--- config.mk ---
export PLATFORM = sky130hd
export DESIGN_NAME = instr_fetch_unit
export DESIGN_NICKNAME = d
export VERILOG_FILES = /design/src/rtl/instr_fetch_unit.sv
export SDC_FILE = /design/constraint.sdc
export NUM_CORES = 1
export LEC_CHECK = 0
export BUFFER_PORTS_ARGS = -buffer_cell sky130_fd_sc_hd__buf_2
export CAP_MARGIN = 10
export CORE_MARGIN = 2
export CORE_UTILIZATION = 25
export CTS_BUF_LIST = sky130_fd_sc_hd__clkbuf_16
export DETAILED_ROUTE_END_ITERATION = 12
export PLACE_DENSITY = 0.41
export SLEW_MARGIN = 5
export SYNTH_ARGS = -nofsm -noshare
export SYNTH_HDL_FRONTEND = slang
export SYNTH_SLANG_ARGS = --single-unit
--- constraint.sdc ---
create_clock -name clk -period 8.86 [get_ports clk]
set_clock_uncertainty 0.05 [all_clocks]
set_input_delay 0.443 -clock clk [delete_from_list [all_inputs] [get_ports clk]]
set_output_delay 0.443 -clock clk [all_outputs]
set_load 0.02 [all_outputs]
--- src/rtl/instr_fetch_unit.sv ---
// Instruction fetch stage: req/ack fetch from program memory into a small prefetch FIFO,
// presents instr/pc with valid/ready and flushes on branch/jump redirects.
module instr_fetch_unit #(
   parameter int                          INSTR_ADDR_WIDTH = 8,
   parameter int                          FIFO_DEPTH       = 2,
   parameter logic [INSTR_ADDR_WIDTH-1:0] RESET_PC         = '0
) (
   input  logic                        clk,
   input  logic                        rst,
   output logic [31:0]                 instr,
   output logic [INSTR_ADDR_WIDTH-1:0] instr_pc,
   output logic                        instr_valid,
   input  logic                        instr_ready,
   input  logic                        redirect,
   input  logic [INSTR_ADDR_WIDTH-1:0] redirect_pc,
   output logic                        mem_req,
   output logic [INSTR_ADDR_WIDTH-1:0] mem_addr,
   input  logic                        mem_ack,
   input  logic [31:0]                 mem_rdata,
   output logic                        pc_end
);

   localparam int W  = INSTR_ADDR_WIDTH;
   localparam int PW = $clog2(FIFO_DEPTH);
   localparam int CW = PW + 1;

   typedef enum logic [1:0] {S_FETCH, S_WAIT, S_DONE} state_t;

   state_t        state_q, state_d;
   logic          active_q, busy_q, discard_q;
   logic [W-1:0]  fetch_addr_q, req_addr_q;
   logic [31:0]   data_q [FIFO_DEPTH];
   logic [W-1:0]  pc_q   [FIFO_DEPTH];
   logic [PW-1:0] rd_q, wr_q;
   logic [CW-1:0] count_q, count_d;
   logic          can_issue, ack, push, pop, busy_nxt;

   // A new request needs a free slot; the single outstanding one already owns a slot.
   assign can_issue   = active_q && (state_q == S_FETCH) && !busy_q &&
                        (count_q < CW'(FIFO_DEPTH));
   assign mem_req     = busy_q || can_issue;
   assign mem_addr    = busy_q ? req_addr_q : fetch_addr_q;
   assign ack         = mem_req && mem_ack;
   assign busy_nxt    = mem_req && !mem_ack;
   assign push        = ack && !discard_q && !redirect;
   assign instr_valid = (count_q != '0);
   assign pop         = instr_valid && instr_ready && !redirect;
   assign instr       = instr_valid ? data_q[rd_q] : '0;
   assign instr_pc    = instr_valid ? pc_q[rd_q]   : '0;
   assign pc_end      = (state_q == S_DONE) && (count_q == '0) && !busy_q;

   always_comb begin
      count_d = count_q;
      if (push && !pop)      count_d = count_q + CW'(1);
      else if (!push && pop) count_d = count_q - CW'(1);
   end

   always_comb begin
      state_d = state_q;
      if (redirect)
         state_d = S_FETCH;
      else if (push && (mem_addr == '1))
         state_d = S_DONE;
      else begin
         case (state_q)
            S_FETCH: if ((count_d + {{(CW-1){1'b0}}, busy_nxt}) == CW'(FIFO_DEPTH))
                        state_d = S_WAIT;
            S_WAIT:  if (pop) state_d = S_FETCH;
            default: state_d = state_q;
         endcase
      end
   end

   always_ff @(posedge clk) begin
      if (rst) begin
         state_q      <= S_FETCH;
         active_q     <= 1'b0;
         busy_q       <= 1'b0;
         discard_q    <= 1'b0;
         fetch_addr_q <= RESET_PC;
         req_addr_q   <= RESET_PC;
         rd_q         <= '0;
         wr_q         <= '0;
         count_q      <= '0;
      end else begin
         state_q  <= state_d;
         active_q <= 1'b1;
         busy_q   <= busy_nxt;
         if (busy_nxt) req_addr_q <= mem_addr;
         // An in-flight request cannot be cancelled, so its eventual ack is dropped.
         if (redirect)  discard_q <= busy_nxt;
         else if (ack)  discard_q <= 1'b0;
         if (redirect)  fetch_addr_q <= redirect_pc;
         else if (push) fetch_addr_q <= fetch_addr_q + W'(1);
         if (redirect) begin
            rd_q    <= '0;
            wr_q    <= '0;
            count_q <= '0;
         end else begin
            if (push) wr_q <= wr_q + PW'(1);
            if (pop)  rd_q <= rd_q + PW'(1);
            count_q <= count_d;
         end
      end
   end

   always_ff @(posedge clk) begin
      if (push) begin
         data_q[wr_q] <= mem_rdata;
         pc_q[wr_q]   <= mem_addr;
      end
   end

endmodule

---- After elaboration in Yosys (flattened, before gate mapping) ----
Memory sizes are Yosys's and may differ from the RTL's. A register that Yosys moved wholly into a read port is not among the register bits.
Cells that the tools add are included.
W data, S select, Z words.
storage, ports and cells
  register bits ........................... 25
  memory bits (writable) .................. 80
  output and inout bits ................... 51
  logic and storage cells ................. 79
  memories kept ........................... 2
cells by class
  $add $sub $neg .......................... 6
  order comparisons ....................... 1
  eq/ne operators ......................... 8
  muxes and demuxes ....................... 20
  reductions and logical operators ........ 32
memory list
  memory  depth  bits a word  rd ports  clocked after Yosys merged registers in  write ports  line  source
  data_q  2      32           1         1                                        1            32    logic [31:0] data_q [FIFO_DEPTH];
  pc_q    2      8            1         1                                        1            33    logic [W-1:0] pc_q [FIFO_DEPTH];
operators by type and width
  kind                   number
  $mux W32               1
  $mux W8                4
  $logic_and A1 B1 Y1    14
  $mux W2                5
  $mux W1                9
  $add A8 B1 Y8 const B  1
  $eq A8 B8 Y1 const B   1
  $reduce_bool A2 Y1     4
  $logic_not A1 Y1       6
  $reduce_and A3 Y1      2
  $eq A2 B2 Y1 const B   2
  $logic_not A2 Y1       2
  $pmux W2 S2            1
  $ne A3 B1 Y1 const B   1
  $ne A3 B3 Y1 const B   1
  $reduce_bool A3 Y1     1
  $reduce_or A3 Y1       1
  $add A1 B1 Y1 const B  2
  $add A2 B1 Y2          1
  $add A2 B1 Y2 const B  1
  $eq A2 B1 Y1 const B   1
  $lt A2 B2 Y1 const B   1
  $ne A2 B1 Y1 const B   1
  $ne A2 B2 Y1 const B   1
  3 further kinds        3

---- Longest topological paths before layout ----
Gate-level depths: netlist (run 1).
  depth in word-level cells ............... 17
  gate-level depth with buffers ........... 11
  depth with buffers taken out ............ 10

---- Worst setup path before layout (run 1) ----
OpenSTA, ideal clock, no wires.
  path kind ............................... reg-to-reg
  from .................................... register state_q[1]
  to ...................................... memory data_q[0][0] (enable)
  setup time .............................. 537 ps
  data arrival time ....................... 4954 ps
  data required time ...................... 8273 ps
  path slack .............................. 3319 ps
  cell stages (with the launch flop) ...... 4
  clock period less this slack ............ 5541 ps
  cell sequence ........................... dfxtp_1 or4b_4 and2_1 nor4_1
between the ends
  cells in the longest elaborated chain, start to end .. 10
RTL lines
  item                              line  source
  start: declaration                29    state_t state_q, state_d;
  start signal: assignment          86    state_q <= state_d;
  $logic_not A2 Y1                  39    assign can_issue = active_q && (state_q == S_FETCH) && !busy_q &&
  $logic_and A1 B1 Y1 (3 in a row)  39
  $logic_or A1 B1 Y1                41    assign mem_req = busy_q || can_issue;
  $logic_and A1 B1 Y1               43    assign ack = mem_req && mem_ack;
  $logic_and A1 B1 Y1 (2 in a row)  45    assign push = ack && !discard_q && !redirect;
  $mux W1                           108   if (push) begin
  $mux W1 (implied by the code)     109   data_q[wr_q] <= mem_rdata;
  end: declaration                  32
No other way between the ends.

---- Worst setup path after layout (run 1) ----
  from .................................... register count_q[0]
  to ...................................... register state_q[0]
between the ends
  cells in the longest elaborated chain, start to end .. 14
  elaborated cells between the ends (all ways) .. 25
  those cells by class .................... add/sub: 3; order compare: 1; eq/ne: 3; mux: 2; reduce/logical: 16
RTL lines
  item                                  line  source
  start: declaration                    35    logic [CW-1:0] count_q, count_d;
  start signal: assignment              102   count_q <= count_d;
  $lt A2 B2 Y1                          40    (count_q < CW'(FIFO_DEPTH));
  $logic_and A1 B1 Y1                   39
  $logic_or A1 B1 Y1                    41
  $logic_and A1 B1 Y1                   43
  $logic_and A1 B1 Y1 (2 in a row)      45
  $logic_not A1 Y1                      55    else if (!push && pop) count_d = count_q - CW'(1);
  $logic_and A1 B1 Y1                   55
  $mux W2                               55
  $mux W2 *                             54    if (push && !pop) count_d = count_q + CW'(1);
  net count_d[0]                        35
  $add A2 B1 Y2 *                       66    S_FETCH: if ((count_d + {{(CW-1){1'b0}}, busy_nxt}) == CW'(FIFO_DEPTH))
  $eq A2 B2 Y1 *                        66
  $ne A2 B1 Y1 (no source line) *       --
  $reduce_and A3 Y1 (no source line) *  --
Mark *: on every way through the listed nets, which the timed path passes. The rest lies on a longest branch.
A chain may end at the register's enable or synchronous reset.

==> results of run 1 <==
## cell type report
cell class                 instances  area share, %
inverter                          11          0.768
clock buffer                       9           4.19
sequential                       106           54.4
timing repair buffer              97           9.12
multi-input combinational        189           24.8
clock inverter                     7           1.44
tap                              225           5.24
## registers in the layout, indices dropped and copies added (netlist names), named ones only
name and flops:
data_q 64, busy_q 1, rd_q 1, req_addr_q 8
discard_q 1, wr_q 1, active_q 1, fetch_addr_q 8
count_q 2, state_q 2, pc_q 16
## stage by stage
step,hold slack (ns),std cells
floorplan,0.428,324
global placement,0.439,628
detailed placement,0.445,628
CTS,0.211,644
global route,0.209,644
finish,0.230,644
## worst max-delay path, stage by stage (launching register included)
cell     delay [ns]
dfxtp_1        0.30
inv_1          0.11
ha_2           0.81
nor2b_1        0.24
xnor2_1        0.30
nor2_1         0.09
xnor2_1        0.16
ha_1           0.31
nor4b_1        0.25
mux2i_1        0.11
a21oi_1        0.12
## where the power goes
group	leakage, nW	internal [mW]	switching, mW
sequential	0.944	0.550	0.00979
combinational	0.916	0.0425	0.0732
clock	0.152	0.222	0.181
total	2.01	0.815	0.264
## layer usage
| layer | up-vias | GRT usage [%] | wire [um] |
|---|---|---|---|
| met5 | - | 0 | 0 |
| met4 | 0 | 3.01 | 114 |
| met3 | 10 | 4.14 | 578 |
| met2 | 80 | 17.6 | 4490 |
| met1 | 1309 | 13.5 | 4510 |
| li1 | 1348 | - | - |
## path summary, 6_finish.rpt
kind	from	end
max reg2reg	count_q[0]	state_q[0]
min	mem_rdata[10]	data_q[0][10]
max	count_q[0]	state_q[0]
min reg2reg	req_addr_q[3]	req_addr_q[3]
## synthesized netlist by cell type, drive strengths merged (2+ instances only)
master	number	area, um2
edfxtp	80	2400
nor2	63	239
mux2i	53	531
dfxtp	26	521
clkbuf	12	45.0
inv	11	41.3
xnor2	11	96.3
a21oi	7	38.8
nand4	7	50.1
buf	6	30.0
mux2	5	56.3
nand2	4	15.0
o21ai	4	20.0
a211oi	3	22.5
and3	3	23.8
ha	3	37.5
nor2b	3	18.8
nor4	3	18.8
o21a	3	22.5
and2	2	12.5
nand2b	2	12.5
nand3	2	10.0
o31ai	2	15.0
## logic make-up (layout without fill, tap and decap cells)
family	after synthesis	count (layout)	synth area share (%)
flip-flops	106	106	67.0
AND/OR/NAND/NOR	96	96	10.6
multiplexers	58	58	13.4
buffers and inverters	29	124	2.67
AO/OA/AOI/OAI	21	21	3.24
XOR/XNOR	11	11	2.21
adder cells (fa/ha/maj)	3	3	0.860
==> reports/qor.csv, run 1 <==
stage,metric,value,unit
outcome,status,finished clean,
clock_network,clk_path_buf_depth,2,
placement,portBuffers,95,
timing,min_period,2.91,ns
layout,final_common_cell,buf_2,
floorplanning,die_height,136,um
power_and_ir_drop,ir_worst_vdd,116,uV
floorplanning,pin_count,96,
clock_network,postCtsHoldBufs,0,
layout,final_nets,462,
timing,tns,0,ns
floorplanning,num_rows,48,
logic_synthesis,synth_warnings,0,
setup_path,reg2reg_depth,10,
logic_synthesis,ys_seq_elements,106,
logic_synthesis,syn_area,4360,um2
logic_synthesis,synthCells,324,
routing,drt-pass1-iter-count,4,
timing,hold_viol,0,
power_and_ir_drop,power.total,1.08,mW
layout,seq_area,2920,um2
routing,avgRoutedWirePerCell,15.0,um
power_and_ir_drop,leakagePower,2.01,nW
power_and_ir_drop,power.density,201,nW/um2
layout,fin_util,31.3,%
clock_network,clk_pin_slew,0.07,ns
logic_synthesis,synth_edf_count,80,
floorplanning,fp.dieArea,18500,um2
timing,finalCritPeriodShare,32.8,%
routing,drtIter0Drc,121,
placement,pre_cts_slack,5.84,ns
setup_path,path_max_fanout,43,
routing,antenna_left,0,
timing,slew_headroom,29.9,%
logic_synthesis,syn_area_per_cell,13.5,um2
logic_synthesis,async_flop_share,0,%
clock_network,cts_buffers,9,
global_routing,grt_first_pass_wirelength,15100,um
logic_synthesis,synth-seq-area-share,67.0,%
layout,most-common-layout-cells,"buf_2, edfxtp_1, nor2_1, mux2i_1, dfxtp_1",
timing,rsz0062_at_grt,false,
setup_path,crit_path_start_kind,flip-flop,
placement,place_area,5070,um2
worst_hold_path,hp-class,input port to flip-flop,
routing,vias_per_cell,4.27,
global_routing,grt_remaining_overflow,0,
routing,totalWireLength,9690,um
layout,drive_gt1_share,29.8,%
clock_network,cts_tree,yes,
setup_path,worstPathRequired,9.09,ns
clock_network,cts_resized,0,
run,cap_violations,0,
global_routing,grt.total_usage,10.9,%
clock_network,clkLatencyLatePin,0.35,ns
global_routing,grt_start_max_net_pins,44,
routing,post-route-drc-count,0,
global_routing,antenna_found_initial,0,
logic_synthesis,ys.flop_type,edfxtp_1,
clock_network,postCtsSetupRepairBufs,0,
timing,setup-violations-final,0,
clock_network,cts.sinks,106,
placement,hpwl,6300,um
logic_synthesis,yosysUniqueCellTypes,39,
timing,max_slew.worst_pin.slew,1.05,ns
floorplanning,initial_core_util,25.4,%
setup_path,criticalPathCategory,flip-flop to flip-flop,
setup_path,rrSetupSlack,5.95,ns
clock_network,htree_num_levels,3,
global_routing,grt_pass1_vias,2831,
setup_path,critical_path_arrival,3.14,ns
logic_synthesis,synth_fp_nets,372,
layout,num-fill-cells,1775,
clock_network,cts_root_buf,clkbuf_16,
timing,setup_slack,5.95,ns
layout,diodes,0,
layout,design_area,5380,um2
layout,multiInputGateArea,1340,um2
floorplanning,die_w,136,um
timing,drv_slew,0,
worst_hold_path,min_path_cells,1,
layout,area_growth,23.2,%
routing,vias,2747,
placement,gp_routability_congestion,0.799,
timing,fmax,344,MHz
setup_path,cp-end-kind,flip-flop,
floorplanning,core-area,17200,um2
Note: power is estimated with default switching activity, not from simulation.
==> run 2, diff against run 1 <==
--- a/config.mk
+++ b/config.mk
@@ -5,6 +5,7 @@
 export SDC_FILE = /design/constraint.sdc
 export NUM_CORES = 1
 export LEC_CHECK = 0
+export ABC_AREA = 1
 export BUFFER_PORTS_ARGS = -buffer_cell sky130_fd_sc_hd__buf_2
 export CAP_MARGIN = 10
 export CORE_MARGIN = 2
==> constraint.sdc (replaced) <==
create_clock -name clk -period 3.04 [get_ports clk]
set_clock_uncertainty 0.05 [all_clocks]
set_input_delay 0.152 -clock clk [delete_from_list [all_inputs] [get_ports clk]]
set_output_delay 0.152 -clock clk [all_outputs]
set_load 0.02 [all_outputs]
==> reports/qor.csv, run 2 <==
stage,metric,value,unit,change
outcome,status,finished clean,,
timing,fmax,420,MHz,+22%
floorplanning,core-area,16700,um2,-2.8%
placement,hpwl,7080,um,+12%
floorplanning,num_rows,47,,-2.1%
logic_synthesis,synth_fp_nets,451,,+21%
routing,post-route-drc-count,0,,unchanged
logic_synthesis,async_flop_share,0,%,unchanged
logic_synthesis,synth_top_area_share,55.9,%,+0.90 points
logic_synthesis,yosysMostFrequentCell,nor2_1,,
logic_synthesis,synthCells,403,,+24%
timing,whs,0.0259,ns,-0.204 ns
layout,top_register,data_q,,
power_and_ir_drop,leakagePower,2.34,nW,+16%
power_and_ir_drop,ir_worst_vdd,260,uV,+120%
clock_network,cts_root_buf,clkbuf_16,,
layout,final_common_cell,buf_2,,
placement,gp_routability_congestion,0.798,,-0.16%
clock_network,cts_tree,yes,,
logic_synthesis,yosysUniqueCellTypes,29,,-26%
setup_path,cp-end-kind,flip-flop,,
routing,vias_per_cell,4.19,,-1.8%
clock_network,clk_path_buf_depth,2,,unchanged
logic_synthesis,synth-seq-area-share,68.1,%,+1.1 points
timing,setup-violations-final,0,,unchanged
logic_synthesis,yosys-top-cells-area,"edfxtp_1, dfxtp_1, nor2_1",,
clock_network,postCtsSetupRepairBufs,0,,unchanged
floorplanning,die_height,135,um,-0.78%
setup_path,crit_path_top_delay_cell,dfxtp_1,,
power_and_ir_drop,clkPwrFrac,37.8,%,+0.4 points
routing,avgRoutedWirePerCell,14.1,um,-6.2%
run,cap_violations,0,,unchanged
logic_synthesis,syn_area,4290,um2,-1.6%
logic_synthesis,synth_warnings,0,,unchanged
logic_synthesis,ys_top_cells_by_count,"nor2_1, edfxtp_1, nand2_1",,
floorplanning,pin_count,96,,unchanged
logic_synthesis,ys_seq_elements,106,,unchanged
logic_synthesis,ys.flop_type,edfxtp_1,,
routing,antenna_left,0,,unchanged
routing,vias,3174,,+16%
setup_path,cp_cell_sequence,inv_2 -> nand2_4 -> nand3_4 -> nor2_8 -> inv_1 -> nor2_4 -> buf_12,,
layout,final_nets,581,,+26%
routing,drt-pass1-iter-count,4,,unchanged
global_routing,grt_first_pass_wirelength,16900,um,+12%
power_and_ir_drop,combPwrFrac,9.6,%,-1.1 points
setup_path,path_max_fanout,25,,-42%
global_routing,grt_remaining_overflow,0,,unchanged
timing,slew_headroom,60.9,%,+31 points
placement,portBuffers,95,,unchanged
routing,wl_met1,5250,um,+16%
power_and_ir_drop,pwr-share-seq,52.5,%,+0.6 points
clock_network,clkLatencyLatePin,0.34,ns,about the same
global_routing,antenna_found_initial,0,,unchanged
floorplanning,initial_core_util,25.7,%,+0.30 points
worst_hold_path,hp-class,input port to flip-flop,,
clock_network,clk_pin_slew,0.07,ns,about the same
routing,dr_wl_met2,4750,um,+6.0%
floorplanning,die_w,135,um,-0.78%
clock_network,cts_resized,0,,unchanged
timing,rsz0062_at_grt,false,,
setup_path,criticalPathCategory,flip-flop to flip-flop,,
timing,max_slew.worst_pin.slew,0.581,ns,-0.471 ns
routing,wl_met3,600,um,+3.8%
timing,min_period,2.38,ns,-0.531 ns
global_routing,grt_pass1_vias,3106,,+9.7%
logic_synthesis,syn_area_per_cell,10.7,um2,-21%
power_and_ir_drop,power.density,542,nW/um2,+170%
routing,routed.top_layer,met4,,
logic_synthesis,netlist.top_cell.by_area,edfxtp_1,,
global_routing,grt_start_max_net_pins,43,,-2.3%
timing,hold_viol,0,,unchanged
clock_network,htree_num_levels,3,,unchanged
global_routing,grt.total_usage,12.2,%,+1.3 points
power_and_ir_drop,internal_power,2.36,mW,+190%
timing,tns,0,ns,unchanged
logic_synthesis,synth_edf_count,80,,unchanged
setup_path,critical_path_arrival,2.38,ns,-0.76 ns
routing,drtIter0Drc,192,,+59%
timing,finalCritPeriodShare,78.3,%,+45 points
layout,diodes,0,,unchanged
routing,totalWireLength,10700,um,+10%
power_and_ir_drop,power.switching,0.727,mW,+180%
timing,drv_slew,0,,unchanged
floorplanning,fp.dieArea,18200,um2,-1.6%
layout,drive_gt1_share,24.2,%,-5.7 points
clock_network,cts_buffers,9,,unchanged
power_and_ir_drop,swShare,23.6,%,-0.92 points
layout,most-common-layout-cells,"buf_2, nor2_1, edfxtp_1, nand2_1, o21ai_0",,
setup_path,slowest_delay,0.62,ns,-0.19 ns
layout,area_growth,32.5,%,
setup_path,worstPathRequired,3.04,ns,-6.05 ns
layout,top_regs,"data_q x64, pc_q x16",,
clock_network,postCtsHoldBufs,32,,+32
layout,largest_register_ffs,64,,unchanged
setup_path,crit_path_start_kind,flip-flop,,
clock_network,cts.sinks,106,,unchanged
-- run 2: per-layer routing --
metal  up-vias  global-route usage, %
li1       1620                      -
met1      1458                   16.6
met2        85                   19.1
met3        11                   3.64
met4         0                   2.78
met5         -                      0
-- run 2: logic make-up (layout without fill, tap and decap cells) --
| group | count (synthesis) | count (layout) | share of synthesized area [%] |
|---|---|---|---|
| simple gates | 168 | 168 | 16.5 |
| flops | 106 | 106 | 68.1 |
| compound gates | 73 | 73 | 8.86 |
| buf+inv | 46 | 181 | 4.08 |
| xor+xnor | 7 | 7 | 1.60 |
| fa+ha+maj | 3 | 3 | 0.874 |
-- run 2: power groups by stage --
stage / registers (mW) / logic (mW) / clock network (mW)
floorplan: 1.65 / 0.154 / 0
global placement: 1.65 / 0.268 / 0
detailed placement: 1.65 / 0.270 / 0
CTS: 1.62 / 0.303 / 1.21
global route: 1.63 / 0.334 / 1.28
finish: 1.62 / 0.297 / 1.17
-- run 2: through the flow --
step / instance area, um2 / worst slack, ns / utilization [%] / instances / power, mW
after floorplan: 4300 / 0.551 / - / 403 / 1.80
after global placement: 5070 / 0.719 / 30.4 / 710 / 1.92
after detailed placement: 5070 / 0.632 / 30.4 / 710 / 1.92
after CTS: 5690 / 0.624 / 34.1 / 758 / 3.14
after global routing: 5690 / 0.428 / 34.1 / 758 / 3.24
final: 5690 / 0.661 / 34.1 / 758 / 3.08
-- run 2: layout make-up --
type | instances | area, um2
fillers | 1714 | 11000
flip-flops and latches | 106 | 2920
multi-input cells | 251 | 1210
repair buffers | 135 | 868
well taps | 220 | 275
clock buffers | 9 | 225
inverters | 30 | 113
clock inverters | 7 | 75.1
-- run 2: worst max-delay path, delay by kind of cell (launching register included) --
| kind | cells | cell delay (ns) |
|---|---|---|
| flip-flops | 1 | 0.62 |
| buffers and inverters | 3 | 0.54 |
| AND/OR/NAND/NOR | 4 | 0.84 |
-- run 2: worst paths after layout --
kind,from,to,slack (ns),cells after the start
hold / removal,redirect_pc[2],fetch_addr_q[2],0.03,3
setup / recovery,busy_q,data_q[0][27],0.66,7
setup reg to reg,busy_q,data_q[0][27],0.66,7
hold reg to reg,req_addr_q[5],req_addr_q[5],0.42,2
